$ cat src/rtl/alu_seq_pkg.sv
// Shared types and constants for the sequential ALU: opcodes, FSM states,
// and the flag bundle registered alongside the result.
package alu_seq_pkg;

    typedef enum logic [3:0] {
        OP_ADD = 4'd0,
        OP_SUB = 4'd1,
        OP_AND = 4'd2,
        OP_OR  = 4'd3,
        OP_XOR = 4'd4,
        OP_SHL = 4'd5,
        OP_SHR = 4'd6,
        OP_SRA = 4'd7,
        OP_MUL = 4'd8
    } op_e;

    typedef enum logic [1:0] {
        IDLE = 2'd0,
        BUSY = 2'd1,
        DONE = 2'd2
    } state_e;

    typedef struct packed {
        logic zero;
        logic negative;
        logic carry;
        logic overflow;
        logic err;
    } flags_t;

    // Highest legal opcode; anything above is reported through err.
    localparam op_e OP_LAST = OP_MUL;

endpackage

$ cat src/rtl/alu_seq_mul.sv
// Iterative unsigned shift-add multiplier. The start edge captures the
// operands and performs the first partial-product step, so the product is
// complete after exactly WIDTH iteration edges; done pulses for one cycle.
module alu_seq_mul #(
    parameter int WIDTH = 8,
    parameter int SHW   = $clog2(WIDTH)
) (
    input  logic                 clk,
    input  logic                 rst_n,
    input  logic                 start,
    input  logic [WIDTH-1:0]     a,
    input  logic [WIDTH-1:0]     b,
    output logic                 busy,
    output logic                 done,
    output logic [2*WIDTH-1:0]   product
);

    logic [2*WIDTH-1:0] mcand;
    logic [WIDTH-1:0]   mplier;
    logic [2*WIDTH-1:0] acc;
    logic [SHW-1:0]     cnt;

    // Operand capture on start, then one shift-add step per busy cycle.
    always_ff @(posedge clk or negedge rst_n) begin
        if (!rst_n) begin
            mcand  <= '0;
            mplier <= '0;
            acc    <= '0;
            cnt    <= '0;
            busy   <= 1'b0;
            done   <= 1'b0;
        end else begin
            done <= 1'b0;
            if (start) begin
                acc    <= b[0] ? {{WIDTH{1'b0}}, a} : '0;
                mcand  <= {{(WIDTH-1){1'b0}}, a, 1'b0};
                mplier <= b >> 1;
                cnt    <= SHW'(WIDTH-1);
                busy   <= 1'b1;
            end else if (busy) begin
                acc    <= acc + (mplier[0] ? mcand : '0);
                mcand  <= mcand << 1;
                mplier <= mplier >> 1;
                cnt    <= cnt - SHW'(1);
                if (cnt == SHW'(1)) begin
                    busy <= 1'b0;
                    done <= 1'b1;
                end
            end
        end
    end

    assign product = acc;

endmodule

$ cat src/rtl/alu_seq.sv
// Handshaked ALU with registered result and flags. Single-cycle ops are
// evaluated combinationally from the presented operands and loaded at the
// accepting edge; MUL is delegated to the iterative multiplier.
module alu_seq
    import alu_seq_pkg::*;
#(
    parameter int WIDTH = 8,
    parameter int SHW   = $clog2(WIDTH)
) (
    input  logic             clk,
    input  logic             rst_n,
    input  logic             in_valid,
    output logic             in_ready,
    input  logic [WIDTH-1:0] a,
    input  logic [WIDTH-1:0] b,
    input  logic [3:0]       op,
    output logic             out_valid,
    input  logic             out_ready,
    output logic [WIDTH-1:0] result,
    output logic             zero,
    output logic             negative,
    output logic             carry,
    output logic             overflow,
    output logic             err
);

    state_e             state_q, state_d;
    logic [WIDTH-1:0]   result_q;
    flags_t             flags_q;

    logic               load_alu;
    logic               load_mul;
    logic               mul_start;
    logic               mul_busy;
    logic               mul_done;
    logic [2*WIDTH-1:0] mul_product;

    logic [WIDTH-1:0]   alu_res;
    flags_t             alu_flags;
    flags_t             mul_flags;

    // Shift helpers carry one extra bit that catches the last bit shifted out.
    logic [WIDTH:0]     sum_add;
    logic [WIDTH:0]     sum_sub;
    logic [WIDTH:0]     shl_ext;
    logic [WIDTH:0]     shr_ext;
    logic [WIDTH:0]     sra_ext;
    logic               b_over;
    logic               is_mul;

    assign sum_add = {1'b0, a} + {1'b0, b};
    assign sum_sub = {1'b0, a} + {1'b0, ~b} + (WIDTH+1)'(1);
    assign shl_ext = {1'b0, a} << b;
    assign shr_ext = {a, 1'b0} >> b;
    assign sra_ext = $signed({a, 1'b0}) >>> b;
    assign b_over  = {1'b0, b} > (WIDTH+1)'(WIDTH);
    assign is_mul  = (op == OP_MUL);

    // Single-cycle datapath: result and flags for the presented opcode.
    always_comb begin
        alu_res   = '0;
        alu_flags = '0;
        case (op)
            OP_ADD: begin
                alu_res            = sum_add[WIDTH-1:0];
                alu_flags.carry    = sum_add[WIDTH];
                alu_flags.overflow = (a[WIDTH-1] == b[WIDTH-1]) &&
                                     (alu_res[WIDTH-1] != a[WIDTH-1]);
            end
            OP_SUB: begin
                alu_res            = sum_sub[WIDTH-1:0];
                alu_flags.carry    = sum_sub[WIDTH];
                alu_flags.overflow = (a[WIDTH-1] != b[WIDTH-1]) &&
                                     (alu_res[WIDTH-1] != a[WIDTH-1]);
            end
            OP_AND: alu_res = a & b;
            OP_OR:  alu_res = a | b;
            OP_XOR: alu_res = a ^ b;
            OP_SHL: begin
                alu_res         = shl_ext[WIDTH-1:0];
                alu_flags.carry = shl_ext[WIDTH];
            end
            OP_SHR: begin
                alu_res         = shr_ext[WIDTH:1];
                alu_flags.carry = shr_ext[0];
            end
            OP_SRA: begin
                if (b_over) begin
                    alu_res         = {WIDTH{a[WIDTH-1]}};
                    alu_flags.carry = 1'b0;
                end else begin
                    alu_res         = sra_ext[WIDTH:1];
                    alu_flags.carry = sra_ext[0];
                end
            end
            default: begin
                alu_res       = '0;
                alu_flags.err = (op > OP_LAST);
            end
        endcase
        alu_flags.zero     = ~|alu_res;
        alu_flags.negative = alu_res[WIDTH-1];
    end

    // Flags derived from the finished multiplier product.
    always_comb begin
        mul_flags          = '0;
        mul_flags.zero     = ~|mul_product[WIDTH-1:0];
        mul_flags.negative = mul_product[WIDTH-1];
        mul_flags.carry    = |mul_product[2*WIDTH-1:WIDTH];
    end

    assign in_ready  = ~mul_busy &
                       ((state_q == IDLE) | ((state_q == DONE) & out_ready));
    assign out_valid = (state_q == DONE);

    // Next-state and load strobes; DONE can hand off and accept in one edge.
    always_comb begin
        state_d   = state_q;
        load_alu  = 1'b0;
        load_mul  = 1'b0;
        mul_start = 1'b0;
        case (state_q)
            IDLE: begin
                if (in_valid && in_ready) begin
                    if (is_mul) begin
                        mul_start = 1'b1;
                        state_d   = BUSY;
                    end else begin
                        load_alu = 1'b1;
                        state_d  = DONE;
                    end
                end
            end
            BUSY: begin
                if (mul_done) begin
                    load_mul = 1'b1;
                    state_d  = DONE;
                end
            end
            DONE: begin
                if (out_ready) begin
                    if (in_valid && in_ready) begin
                        if (is_mul) begin
                            mul_start = 1'b1;
                            state_d   = BUSY;
                        end else begin
                            load_alu = 1'b1;
                            state_d  = DONE;
                        end
                    end else begin
                        state_d = IDLE;
                    end
                end
            end
            default: state_d = IDLE;
        endcase
    end

    // State register.
    always_ff @(posedge clk or negedge rst_n) begin
        if (!rst_n) begin
            state_q <= IDLE;
        end else begin
            state_q <= state_d;
        end
    end

    // Output registers; held unchanged unless a load strobe fires.
    always_ff @(posedge clk or negedge rst_n) begin
        if (!rst_n) begin
            result_q <= '0;
            flags_q  <= '0;
        end else if (load_alu) begin
            result_q <= alu_res;
            flags_q  <= alu_flags;
        end else if (load_mul) begin
            result_q <= mul_product[WIDTH-1:0];
            flags_q  <= mul_flags;
        end
    end

    assign result   = result_q;
    assign zero     = flags_q.zero;
    assign negative = flags_q.negative;
    assign carry    = flags_q.carry;
    assign overflow = flags_q.overflow;
    assign err      = flags_q.err;

    alu_seq_mul #(
        .WIDTH(WIDTH),
        .SHW  (SHW)
    ) u_mul (
        .clk    (clk),
        .rst_n  (rst_n),
        .start  (mul_start),
        .a      (a),
        .b      (b),
        .busy   (mul_busy),
        .done   (mul_done),
        .product(mul_product)
    );

endmodule

$ cat config.mk
export PLATFORM = sky130hd
export DESIGN_NAME = alu_seq
export DESIGN_NICKNAME = d
export VERILOG_FILES = /design/src/rtl/alu_seq_pkg.sv /design/src/rtl/alu_seq_mul.sv /design/src/rtl/alu_seq.sv
export SDC_FILE = /design/constraint.sdc
export NUM_CORES = 1
export LEC_CHECK = 0
export CORE_MARGIN = 1
export CORE_UTILIZATION = 50
export DETAILED_ROUTE_END_ITERATION = 12
export MAX_ROUTING_LAYER = met4
export PLACE_DENSITY = 0.71
export SLEW_MARGIN = 20
export SYNTH_ARGS = -nofsm -noshare
export SYNTH_HDL_FRONTEND = slang
export SYNTH_SLANG_ARGS = --single-unit
$ cat constraint.sdc
create_clock -name clk -period 2.69 [get_ports clk]
set_input_delay 0.4035 -clock clk [delete_from_list [all_inputs] [get_ports clk]]
set_output_delay 0.4035 -clock clk [all_outputs]
set_load 0.01 [all_outputs]
==> flow_metrics.env, run 1 <==
export IMPL_relSlewSlack_pct=37.43
export IMPL_worstRegToRegCells=10
export IMPL_ir_worst_vdd_v=0.0009842
export IMPL_die_h_microns=106.2
export IMPL_initial_utilization_pct=52.16
export IMPL_yosysUniqueCellTypes=72
export IMPL_antenna_left=0
export IMPL_synthCells=685
export IMPL_final_setup_tns_ns=0
export IMPL_synthToLayoutAreaGrowth_pct=37.89
export IMPL_overflow=0
export IMPL_gp_congestion=1.015
export IMPL_yosys_warnings=0
export IMPL_placed_cells=978
export IMPL_rr_endpoint="u_mul.product[13]$_DFFE_PN0N_"
export IMPL_track_usage_pct=38.62
export IMPL_leakagePower_uw=0.003439
export IMPL_wl_microns=20930
export IMPL_crit_path_start="b[5]"
export IMPL_startpoint_type="input pin"
export IMPL_rows=37
export IMPL_drv_slew=0
export IMPL_cts_tree="yes"
export IMPL_grt_setup_unrepaired="true"
export IMPL_boundaryPins=39
export IMPL_ys_ff_latch=57
export IMPL_dr_pass1_iters=6
export IMPL_mappedNetlistArea_sq_um=5433
export IMPL_final_cell_mix="167 x buf_4, 88 x nand2_1, 56 x dfrtp_1"
export IMPL_worstMarginPinSlew_ns=0.9148
export IMPL_fp_dieArea_sq_um=11290
export IMPL_ys_seq_area_share_pct=26.26
export IMPL_antenna_found_initial=0
export IMPL_routedWlPerCell_microns=21.01
export IMPL_final_common_cell="buf_4"
export IMPL_ys_flop_type="dfrtp_1"
export IMPL_whs_ns=0.1349
export IMPL_antenna_cells=0
export IMPL_vias=6220
export IMPL_critPathArrivalTime_ns=2.94
export IMPL_clock_sinks=57
export IMPL_cp_endpoint="zero$_DFFE_PN0P_"
export IMPL_cts_max_level=3
export IMPL_timing_final_crit_share_pct=98.86
export IMPL_clock_latency_ns=0.35
export IMPL_first_global_vias=6163
export IMPL_hold_viol_final=0
export IMPL_endpoint_kind="register"
export IMPL_finClkSkew_ns=0.008097
export IMPL_synth_fp_nets=752
export IMPL_hpwlAfterDp_microns=16120
export IMPL_fin_crit_ns=2.659
export IMPL_cp_required_ns=2.97
export IMPL_setup_viol=0
export IMPL_clk_pin_slew_ns=0.07
export IMPL_portBuffers=38
export IMPL_hold_path_class="in2async"
export IMPL_drive_above_1_share_pct=27.79
export IMPL_multiInputGateArea_sq_um=3846
export IMPL_vias_per_cell=6.245
export IMPL_grt_start_max_net_pins=43
export IMPL_critical_path_class="in2reg"
export IMPL_grt_pass1_wl_microns=32500
export IMPL_die_x_microns=106.2
export IMPL_reg2reg_from="u_mul.mplier[0]$_DFFE_PN0N_"
export IMPL_cts_root_buf="clkbuf_8"
export IMPL_synth_area_per_cell_sq_um=7.931
export IMPL_seqCellArea_sq_um=1428
export IMPL_reg2reg_slack_ns=0.05
export IMPL_synth_async_reset_ratio_pct=100.0
export IMPL_fillers=773
export IMPL_numCtsBuffers=9
export IMPL_cap_violations=0
export IMPL_final_cells=996
export IMPL_pwr_density_cell_nw_per_um2=655.4
export IMPL_clockBufferDepth=2
export IMPL_drc=0
export IMPL_cp_max_fo=7
export IMPL_dr_first_iter_drc_count=679
export IMPL_run_status="finished, final reports clean"
export IMPL_final_nets=922
export IMPL_core_area_sq_um=10420
export IMPL_synth_edf_count=0
export IMPL_clock_fmax_ghz=0.3760
[synthesized netlist by cell type (12+ instances only)]
cell type,instances,area [sq um]
nand2_1,88,330.3
dfrtp_1,57,1426
o21ai_0,48,240.2
nor2_1,41,153.9
ha_1,40,500.5
clkbuf_1,37,138.9
inv_1,34,127.6
a21oi_1,33,165.2
mux2i_1,29,290.3
nand3_1,24,120.1
nor3_1,23,115.1
and2_1,14,87.58
nor4_1,13,81.33
o22ai_1,12,75.07
[timing repair]
| item | CTS | global route |
|---|---|---|
| pin swaps | 0 | 11 |
| cloned | 0 | 0 |
| gates resized for setup | 6 | 35 |
| endpoints found under the setup margin | 2 | 12 |
| buffers inserted | 0 | 2 |
| hold buffers | 0 | 0 |
[metrics by stage]
| stage | power, uW | setup WS, ns | util, % | area, sq um |
|---|---|---|---|---|
| floorplan | 2857 | 0.007873 | - | 5453 |
| CTS | 4784 | -0.01863 | 70.51 | 7345 |
| global route | 5156 | -0.03243 | 71.92 | 7491 |
| detailed placement | 3821 | -0.3922 | 67.94 | 7077 |
| finish | 4909 | 0.03074 | 71.92 | 7491 |
| global placement | 3709 | -0.4252 | 67.94 | 7077 |
[layout make-up]
type	instances	area share, %
Sequential cell	57	19.06
Tap cell	136	2.272
Inverter	37	1.871
Timing Repair Buffer	207	22.38
Multi-Input combinational cell	543	51.34
Clock inverter	4	1.002
Clock buffer	12	2.071
[kinds of logic (layout without fill, tap and decap cells)]
group	after synthesis	in the layout	synth area share (%)
simple gates	255	255	23.40
compound gates	196	196	24.48
buf+inv	85	260	6.103
flops	57	57	26.26
fa+ha+maj	43	43	10.32
mux	39	39	7.831
xor+xnor	10	10	1.612
[critical path: stages]
cell and delay [ns]:
clkdlybuf4s50_1 0.51, buf_4 0.19, inv_1 0.07, ha_1 0.38, a32oi_1 0.28, buf_4 0.17
o22ai_1 0.08, a221o_1 0.36, a21o_1 0.22, nor2_1 0.10, a41o_1 0.18
[routing by layer]
layer	wire (microns)	global-route usage (%)	vias to the layer above
li1	-	-	2858
met1	8377	46.34	2939
met2	10180	62.80	344
met3	1371	5.763	79
met4	1003	20.24	0
met5	0	-	-
[sequential cells by signal (all words and copies together) (netlist names), 2 cells and up]
register and count:
u_mul.cnt 3, u_mul.mplier 7, result 8, u_mul.product 16
state_q 2, u_mul.mcand 15
[how the worst min path moves through the flow]
stage / startpoint / to / slack (ns) / depth (start not counted)
after floorplan: rst_n / carry$_DFFE_PN0P_ / 0.11 / 0
after detailed placement: u_mul.done$_DFF_PN0_ / state_q[0]$_DFFE_PN0P_ / 0.46 / 1
final: rst_n / u_mul.product[14]$_DFFE_PN0N_ / 0.13 / 1
after global placement: u_mul.done$_DFF_PN0_ / state_q[0]$_DFFE_PN0P_ / 0.45 / 1
after global routing: rst_n / u_mul.product[14]$_DFFE_PN0N_ / 0.19 / 1
after CTS: rst_n / u_mul.product[14]$_DFFE_PN0N_ / 0.15 / 1
[where the power goes]
group	leakage [uW]	switching [uW]	total [uW]	internal [uW]
registers	0.000729	310	1520	1210
clock network	0.000109	350	922	572
logic	0.00260	1310	2460	1150
total	0.00344	1970	4910	2940
Power figures use the tool's default switching activity.
==> run 2, diff against run 1 <==
- SLEW_MARGIN: 20 -> 30
- clock period: 2.69 -> 3.39 ns (I/O delays scaled with it)
==> flow_metrics.env, run 2 (same netlist as run 1, synthesis figures left out) <==
export IMPL_clock_latency_ns=0.34
export IMPL_clock_sinks=57
export IMPL_dr_first_iter_drc_count=523
export IMPL_final_setup_tns_ns=0
export IMPL_critical_path_class="in2reg"
export IMPL_antenna_found_initial=0
export IMPL_routedWlPerCell_microns=21.24
export IMPL_path_cells="clkdlybuf4s50_1, buf_12, mux2_2, mux2i_1, o22ai_1, a2111oi_0, and4b_1, nor4b_2, a41o_1"
export IMPL_rows=37
export IMPL_cts_root_buf="clkbuf_8"
export IMPL_setup_viol=0
export IMPL_reg2reg_slack_ns=0.58
export IMPL_grt_pass1_wl_microns=29540
export IMPL_fin_crit_ns=3.043
export IMPL_endpoint_kind="register"
export IMPL_relSlewSlack_pct=38.21
export IMPL_hold_path_class="in2async"
export IMPL_wl_microns=18670
export IMPL_slowest_stage="clkdlybuf4s50_1"
export IMPL_cts_max_level=3
export IMPL_whs_ns=0.2203
export IMPL_leakagePower_uw=0.002807
export IMPL_clk_pin_slew_ns=0.07
export IMPL_fp_dieArea_sq_um=11290
export IMPL_cp_required_ns=3.67
export IMPL_first_global_vias=5455
export IMPL_overflow=0
export IMPL_grt_start_max_net_pins=43
export IMPL_critPathTopFamily="compound AO/OA/AOI/OAI gates"
export IMPL_pwr_density_cell_nw_per_um2=554.2
export IMPL_antenna_left=0
export IMPL_multiInputGateArea_sq_um=3675
export IMPL_hold_viol_final=0
export IMPL_vias_per_cell=6.432
export IMPL_vias=5654
export IMPL_cap_violations=0
export IMPL_final_common_cell="nand2_1"
export IMPL_largest_reg_flops=16
export IMPL_cts_hold_buf=0
export IMPL_antenna_cells=0
export IMPL_dr_pass1_iters=8
export IMPL_cp_max_fo=33
export IMPL_timing_final_crit_share_pct=89.76
export IMPL_numCtsBuffers=9
export IMPL_core_area_sq_um=10420
export IMPL_final_nets=805
export IMPL_drive_above_1_share_pct=11.98
export IMPL_worstMarginPinSlew_ns=0.9185
export IMPL_fin_util_pct=61.42
export IMPL_cts_resized=0
export IMPL_clock_fmax_ghz=0.3286
export IMPL_final_cell_mix="88 x nand2_1, 57 x dfrtp_1, 50 x buf_4"
export IMPL_run_status="finished, final reports clean"
export IMPL_drc=0
export IMPL_portBuffers=38
export IMPL_gp_congestion=0.9694
export IMPL_synthToLayoutAreaGrowth_pct=17.76
export IMPL_slowest_delay_ns=0.56
export IMPL_fillers=941
export IMPL_grt_setup_unrepaired="false"
export IMPL_ir_worst_vdd_v=0.0004582
export IMPL_initial_utilization_pct=52.16
export IMPL_track_usage_pct=35.20
export IMPL_critPathArrivalTime_ns=3.33
export IMPL_boundaryPins=39
export IMPL_seqCellArea_sq_um=1426
export IMPL_drv_slew=0
export IMPL_die_h_microns=106.2
export IMPL_hpwlAfterDp_microns=14300
export IMPL_die_x_microns=106.2
export IMPL_cts_setup_buffers=0
export IMPL_finClkSkew_ns=0.007938
export IMPL_crit_buf_inv=2
export IMPL_clockBufferDepth=2
export IMPL_cts_tree="yes"
export IMPL_startpoint_type="input pin"
[run 2: final cells by class]
type / instances / share of cell area (%)
clock inverters: 5 / 0.8606
clock buffers: 11 / 2.210
multi-input cells: 543 / 57.44
repair buffers: 90 / 12.36
inverters: 37 / 2.171
flip-flops and latches: 57 / 22.30
well taps: 136 / 2.660
[run 2: through the flow]
stage / total power [uW] / worst slack, ns / instance area (sq um) / std cells
2_1_floorplan: 2263 / 0.2599 / 5433 / 685
3_3_place_gp: 2827 / 0.1318 / 6201 / 863
3_5_place_dp: 2888 / 0.1265 / 6201 / 863
4_1_cts: 3529 / 0.4863 / 6397 / 879
5_1_grt: 3784 / 0.2137 / 6397 / 879
6_report: 3545 / 0.3472 / 6397 / 879
[run 2: where the power goes]
part / switching, uW / internal [uW] / total, uW
Clock: 284 / 357 / 640
Combinational: 938 / 775 / 1710
Sequential: 231 / 961 / 1190
[run 2: path summary, 6_finish.rpt]
| kind | end | cells after the start | startpoint |
|---|---|---|---|
| max | zero$_DFFE_PN0P_ | 9 | b[0] |
| min | u_mul.product[15]$_DFFE_PN0N_ | 1 | rst_n |
| max reg2reg | u_mul.product[15]$_DFFE_PN0N_ | 9 | u_mul.mplier[0]$_DFFE_PN0N_ |
| min reg2reg | u_mul.done$_DFF_PN0_ | 1 | u_mul.cnt[2]$_DFFE_PN0N_ |
| max in group asynchronous | result[4]$_DFFE_PN0P_ | 2 | rst_n |
| min in group clk | u_mul.done$_DFF_PN0_ | 1 | u_mul.cnt[2]$_DFFE_PN0N_ |
[run 2: layer usage]
metal	vias to the layer above	GRT usage, %	share of wire (%)
li1	2613	-	-
met1	2722	42.81	42
met2	272	58.40	48
met3	47	5.641	6.4
met4	0	13.89	3.3
met5	-	-	0
==> run 3, diff against run 2 <==
- CTS_CLUSTER_SIZE: not set -> 20
- GPL_ROUTABILITY_DRIVEN: not set -> 1
==> results of run 3 <==
Same layout as run 2: the final DEF is identical, and so are final timing and power.
